==> config.mk <==
export PLATFORM = sky130hd
export DESIGN_NAME = packet_data_reader
export DESIGN_NICKNAME = d
export VERILOG_FILES = /design/src/rtl/packet_rd_pkg.sv /design/src/rtl/pkt_rd_skid.sv /design/src/rtl/packet_data_reader.sv
export SDC_FILE = /design/constraint.sdc
export NUM_CORES = 1
export LEC_CHECK = 0
export ABC_AREA = 0
export BUFFER_PORTS_ARGS = -buffer_cell sky130_fd_sc_hd__buf_4
export CAP_MARGIN = 20
export CORE_MARGIN = 1
export CORE_UTILIZATION = 50
export CTS_BUF_LIST = sky130_fd_sc_hd__clkbuf_16
export DETAILED_ROUTE_END_ITERATION = 16
export PLACE_DENSITY = 0.76
export SLEW_MARGIN = 10
export SYNTH_ARGS = -nofsm -noshare
export SYNTH_HDL_FRONTEND = slang
export SYNTH_HIERARCHICAL = 1
export SYNTH_SLANG_ARGS = --single-unit
==> constraint.sdc <==
create_clock -name Clock -period 3.05 [get_ports Clock]
set_input_delay 0.61 -clock Clock [delete_from_list [all_inputs] [get_ports Clock]]
set_output_delay 0.61 -clock Clock [all_outputs]
set_load 0.01 [all_outputs]
==> src/rtl/packet_rd_pkg.sv <==
// Shared definitions for the packet data reader.
// Holds the default RAM geometry, the largest packet the reader will
// stream, and the controller state type.
package packet_rd_pkg;

  localparam int ADDR_W  = 10;
  localparam int DATA_W  = 8;
  localparam int MAX_LEN = 1024;

  typedef enum logic [1:0] {
    IDLE  = 2'd0,
    READ  = 2'd1,
    DRAIN = 2'd2
  } rdState_t;

endpackage

==> src/rtl/pkt_rd_skid.sv <==
// Two-entry output buffer between the RAM read pipeline and the
// downstream byte stream.
//
// Ports:
//   clock, reset     - clock and asynchronous active-high reset
//   inValid/inReady  - write side; an entry is taken when both are high
//   inData           - entry being written
//   outValid/outReady- read side; the head leaves when both are high
//   outData          - head entry, held steady until it is taken
//   count            - number of entries currently held (0..2)
module pkt_rd_skid #(
  parameter int DATA_W = 8
) (
  input  logic              clock,
  input  logic              reset,
  input  logic              inValid,
  output logic              inReady,
  input  logic [DATA_W-1:0] inData,
  output logic              outValid,
  input  logic              outReady,
  output logic [DATA_W-1:0] outData,
  output logic [1:0]        count
);
  import packet_rd_pkg::*;

  logic [DATA_W-1:0] slot0;
  logic [DATA_W-1:0] slot1;
  logic [1:0]        fill;
  logic              push;
  logic              pop;

  // slot0 is always the head, so the output is a plain register and
  // stays put while the consumer stalls. A write is accepted when full
  // only if the head leaves on the same edge.
  assign outValid = (fill != 2'd0);
  assign outData  = slot0;
  assign pop      = outValid & outReady;
  assign inReady  = (fill != 2'd2) | pop;
  assign push     = inValid & inReady;
  assign count    = fill;

  // Entry storage and fill level. When the head leaves with two entries
  // held, slot1 moves forward and a simultaneous write refills slot1.
  always_ff @(posedge clock or posedge reset) begin
    if (reset) begin
      slot0 <= '0;
      slot1 <= '0;
      fill  <= 2'd0;
    end else begin
      case (fill)
        2'd0: begin
          if (push) begin
            slot0 <= inData;
            fill  <= 2'd1;
          end
        end
        2'd1: begin
          if (push && pop) begin
            slot0 <= inData;
          end else if (push) begin
            slot1 <= inData;
            fill  <= 2'd2;
          end else if (pop) begin
            fill  <= 2'd0;
          end
        end
        2'd2: begin
          if (pop) begin
            slot0 <= slot1;
            if (push) begin
              slot1 <= inData;
            end else begin
              fill  <= 2'd1;
            end
          end
        end
        default: fill <= 2'd0;
      endcase
    end
  end

endmodule

==> src/rtl/packet_data_reader.sv <==
// Streams a packet out of a synchronous-read packet RAM as a valid/ready
// byte stream. A start request latches the first address and the byte
// count; reads are issued one per cycle as long as the output buffer can
// absorb the returning data, so backpressure never drops or repeats bytes.
//
// Ports:
//   Clock, Reset       - single clock (also the RAM read clock), async reset
//   start              - one-cycle request, taken only while not busy
//   start_addr, length - first RAM address and byte count (clamped to 1024)
//   busy, done         - packet in progress / one-cycle completion pulse
//   RdAddress, RdClockEn - RAM read port; Q is valid the cycle after
//   Q                  - RAM read data
//   tx_data, tx_valid, tx_ready, tx_last - outgoing byte stream
module packet_data_reader #(
  parameter int ADDR_W = packet_rd_pkg::ADDR_W,
  parameter int DATA_W = packet_rd_pkg::DATA_W
) (
  input  logic              Clock,
  input  logic              Reset,
  input  logic              start,
  input  logic [ADDR_W-1:0] start_addr,
  input  logic [ADDR_W:0]   length,
  output logic              busy,
  output logic              done,
  output logic [ADDR_W-1:0] RdAddress,
  output logic              RdClockEn,
  input  logic [DATA_W-1:0] Q,
  output logic [DATA_W-1:0] tx_data,
  output logic              tx_valid,
  input  logic              tx_ready,
  output logic              tx_last
);
  import packet_rd_pkg::*;

  localparam logic [ADDR_W:0] LenLimit = (ADDR_W+1)'(MAX_LEN);

  rdState_t          state;
  rdState_t          nextState;
  logic [ADDR_W-1:0] readAddr;
  logic [ADDR_W:0]   readsLeft;
  logic              inFlight;
  logic              inFlightLast;
  logic              doneReg;
  logic [ADDR_W:0]   startLen;
  logic              acceptStart;
  logic              lastRead;
  logic              lastHandshake;
  logic [2:0]        occupancy;
  logic              roomForRead;
  logic [1:0]        bufCount;
  logic              bufInReady;
  logic              bufOutValid;
  logic [DATA_W:0]   bufOut;

  assign startLen      = (length > LenLimit) ? LenLimit : length;
  assign acceptStart   = (state == IDLE) && start;
  assign lastRead      = (readsLeft == (ADDR_W+1)'(1));
  assign lastHandshake = tx_valid && tx_ready && tx_last;

  // Bytes that will still be held after this edge: what the buffer holds,
  // plus the read returning now, minus the byte leaving now. A new read
  // only lands one cycle later, so it is safe while this stays below 2,
  // and counting the departing byte is what allows one byte per cycle.
  assign occupancy   = {1'b0, bufCount} + {2'b00, inFlight}
                     - {2'b00, (tx_valid && tx_ready)};
  assign roomForRead = (occupancy < 3'd2);

  assign RdAddress = readAddr;
  assign done      = doneReg;

  // Controller state register.
  always_ff @(posedge Clock or posedge Reset) begin
    if (Reset) begin
      state <= IDLE;
    end else begin
      state <= nextState;
    end
  end

  // Next-state logic. A zero-length request never leaves IDLE; READ hands
  // over to DRAIN on the edge that issues the final read.
  always_comb begin
    nextState = state;
    case (state)
      IDLE:    if (start && (startLen != '0)) nextState = READ;
      READ:    if (RdClockEn && lastRead) nextState = DRAIN;
      DRAIN:   if (lastHandshake) nextState = IDLE;
      default: nextState = IDLE;
    endcase
  end

  // State outputs. Reads are issued only in READ, and only when the buffer
  // is guaranteed to have space for the returning byte.
  always_comb begin
    busy      = 1'b0;
    RdClockEn = 1'b0;
    case (state)
      IDLE: ;
      READ: begin
        busy      = 1'b1;
        RdClockEn = (readsLeft != '0) && roomForRead && bufInReady;
      end
      DRAIN:   busy = 1'b1;
      default: ;
    endcase
  end

  // Read address/count bookkeeping, the in-flight read marker (carrying
  // whether it is the packet's final byte), and the done pulse. Done
  // follows either a zero-length request or the final byte's handshake.
  always_ff @(posedge Clock or posedge Reset) begin
    if (Reset) begin
      readAddr     <= '0;
      readsLeft    <= '0;
      inFlight     <= 1'b0;
      inFlightLast <= 1'b0;
      doneReg      <= 1'b0;
    end else begin
      inFlight     <= RdClockEn;
      inFlightLast <= RdClockEn && lastRead;
      doneReg      <= (acceptStart && (startLen == '0))
                   || ((state == DRAIN) && lastHandshake);
      if (acceptStart && (startLen != '0)) begin
        readAddr  <= start_addr;
        readsLeft <= startLen;
      end else if (RdClockEn) begin
        readAddr  <= readAddr + ADDR_W'(1);
        readsLeft <= readsLeft - (ADDR_W+1)'(1);
      end
    end
  end

  // The last-byte flag travels through the buffer alongside its data so it
  // stays aligned with tx_data under any stall pattern.
  pkt_rd_skid #(
    .DATA_W (DATA_W + 1)
  ) skid (
    .clock    (Clock),
    .reset    (Reset),
    .inValid  (inFlight),
    .inReady  (bufInReady),
    .inData   ({inFlightLast, Q}),
    .outValid (bufOutValid),
    .outReady (tx_ready),
    .outData  (bufOut),
    .count    (bufCount)
  );

  assign tx_valid = bufOutValid;
  assign tx_data  = bufOut[DATA_W-1:0];
  assign tx_last  = bufOutValid && bufOut[DATA_W];

endmodule

==> metrics.txt <==
status=completed; sequential share of the synthesized area=41.0%; slew margin rel.=50.1%; crit-path max FO=2; WP depth=10; share of cells above drive strength 1=40.1%; final-layout fill cell count=392; fin. max-slew vios=0; Die Ht=77.0 µm; total gr overflow=0; synth warn=6; Yosys reg bits=46; end of the critical path=RdClockEn; cell area after synthesis=0.00281 mm²; CP top delay family=simple AND/OR/NAND/NOR gates; post-route clock skew=5.14 ps; R2R Path End=readsLeft[2]$_DFFE_PP0P_; Synth-to-Final Area Change=28.7%; Initial Util=53.3%; crit path cell chain=or2_4, and2_4, ha_4, nand2b_4, fa_1, nand3_2, nor2_4, nand2_4, inv_4, buf_6; Final ANT Viol Nets=0; first-pass GRT wire length=10800 µm; storage element area=0.00115 mm²; final setup fails=0; type of the worst setup path=register to output port; cell count after synthesis=256; TritonCTS clock tree=yes; Final period util=99.3%; CTS Buf Count=5; setup TNS=0 ps; dpl hpwl=4660 µm; Max Cap Viol=0; crit path from=skid/count[0]$_DFFE_PP0P_; IO buf count=55; Hold Path Class=input pin to asynchronous set/reset pin; initial antenna violation count=0; Ports=56; post-synth cell types=57; Die Width=77.0 µm; Crit path arrival time=2420 ps; peak supply drop=626 µV; DRT iter0 DRCs=206; cell count after placement=386; Crit path required time=2440 ps; row cnt=26; GPL Wtd Cong=0.886; vias per std cell=5.59; Post-Route WL=6490 µm; H-tree Lvls=2; GRT Resource Usage Total=23.5%; number of synthesized flops with an enable pin=0; Worst Setup End Kind=output port; hold_buf cts=0; pin count of the biggest net entering global routing=27; drt first pass iters=4; CTS sink cnt=46; Final Total Pwr=0.00384 W; final non-filler cell total=397; # DRC=0; unrepaired setup endpoints after global routing=yes; vias=2221; Reg clk slew, reported paths=60 ps; reg-to-reg slack, setup=180 ps; FF-to-FF path depth=13; Slowest Stage Delay on Critical Path=510 ps; Lkg Pwr=1.66 nW; die area=0.00592 mm²; final hold vios=0; root buf cell=clkbuf_16; Skew-Pair Late Insertion Delay=290 ps; CTS Buffer Depth=2; floorplan core area=0.00527 mm²; mean routed wirelength per cell=16.3 µm; Diodes inserted=0; fmax=330 MHz; Synthesized Nets=299; Least-Margin Pin Slew=747 ps; fin crit period=3030 ps; FFs w/ async S/R, synth=100%; area of the multi-input gates=0.00161 mm²; Syn Area/Cell=11.0 µm²; Startpoint Class=register; number of global-route vias before repair=2255; Slowest-stage cell, CP=fa_1; Critical R2R Launch=skid/count[0]$_DFFE_PP0P_; power per cell area=1060 mW/mm²; Final Net Count=369; Top FF cell, synth=dfrtp_1; Worst Path Buf+Inv=2
-- synthesized netlist by cell type, types with 4 or more instances --
master	n	share of area (%)
a21oi_1	11	2.0
and3_1	5	1.1
dfrtp_1	46	41
ha_1	9	4.0
inv_1	13	1.7
mux2_2	10	4.0
mux2_4	17	9.1
nand2_1	20	2.7
nand3_1	14	2.5
nand4_1	6	1.3
nor2_1	10	1.3
nor4_4	4	3.0
o21ai_0	10	1.8
xor2_1	9	2.8
-- repair_timing --
item	4_1_cts	5_1_grt
endpoints found under the setup margin	1	2
pin swaps	5	1
resized for setup	7	1
setup buffers	3	0
-- tightest hold or removal path: cells and delay by family --
kind / cells / cell delay (ps)
buffers and inverters: 3 / 470
-- routing by layer --
layer	vias to the layer above	track usage [%]	part of all wire, %
met5	-	0	0
met4	0	7.74	1.4
met3	11	4.88	4.0
met2	52	39.4	50
met1	1088	30.1	44
li1	1070	-	-
-- state kept, by name, indices dropped and copies added (netlist names) --
| name | cells |
|---|---|
| inFlightLast | 1 |
| readsLeft | 11 |
| done | 1 |
| state | 2 |
| RdAddress | 10 |
| skid/slot1 | 9 |
| skid/count | 2 |
| inFlight | 1 |
| skid/outData | 9 |
-- worst min-delay path by stage --
stage | to | cells past startpoint | slack [ps]
global placement | skid/slot1[3]$_DFFE_PP0P_ | 1 | 470
global route | RdAddress[6]$_DFFE_PP0P_ | 3 | 440
floorplan | skid/slot1[3]$_DFFE_PP0P_ | 1 | 450
CTS | RdAddress[7]$_DFFE_PP0P_ | 3 | 400
finish | RdAddress[9]$_DFFE_PP0P_ | 3 | 400
detailed placement | skid/slot1[3]$_DFFE_PP0P_ | 1 | 480
-- metrics by stage --
step	worst slack, ps	hold slack (ps)	cell area (µm²)	utilization [%]
after floorplan	36.8	454	2810	-
after global placement	72.4	467	3360	63.7
after detailed placement	47.1	476	3360	63.7
after CTS	58.6	401	3610	68.5
after global routing	-63.5	440	3620	68.6
final	22.6	396	3620	68.6
-- cells in the final DEF (no fill, tap or decap), drive strengths merged, types with 3 or more instances in the layout --
master  Yosys  final
buf         4     69
a22o        3      3
nor4        4      4
nand2      21     21
o22ai       5      5
a41oi       3      3
nand2b      5      5
and3        5      5
inv        15     15
and2        3      3
clkbuf      2      5
nor3        4      4
xnor2       3      3
a22oi       3      3
nand4       7      7
a21oi      12     12
xor2        9      9
dfrtp      46     46
nand3      15     15
mux2       28     28
ha          9      9
nor2       12     12
o21ai      15     15
o21a        3      3
-- where the power goes --
| part | total (W) | internal, W | switching [W] |
|---|---|---|---|
| sequential | 0.00115 | 0.000881 | 0.000268 |
| combinational | 0.00199 | 0.00102 | 0.000978 |
| clock | 0.000691 | 0.000466 | 0.000225 |
-- logic make-up after synthesis --
kind of cell | Yosys count | share of synthesized area [%]
AOI/OAI and AO/OA | 55 | 14.2
xor gates and xnor gates | 12 | 3.74
adders and majority gates | 10 | 4.72
buffers and inverters | 21 | 3.29
DFF | 46 | 41.0
muxes | 28 | 13.5
and+or+nand+nor | 84 | 19.6
-- layout make-up --
class	instances	share of cell area, %
clock buffer	5	3.46
clock inverter	3	1.76
inverter	15	1.63
multi-input combinational	189	44.5
sequential	46	31.8
tap	70	2.42
timing repair buffer	69	14.4
Note: power is estimated with default switching activity, not from simulation.
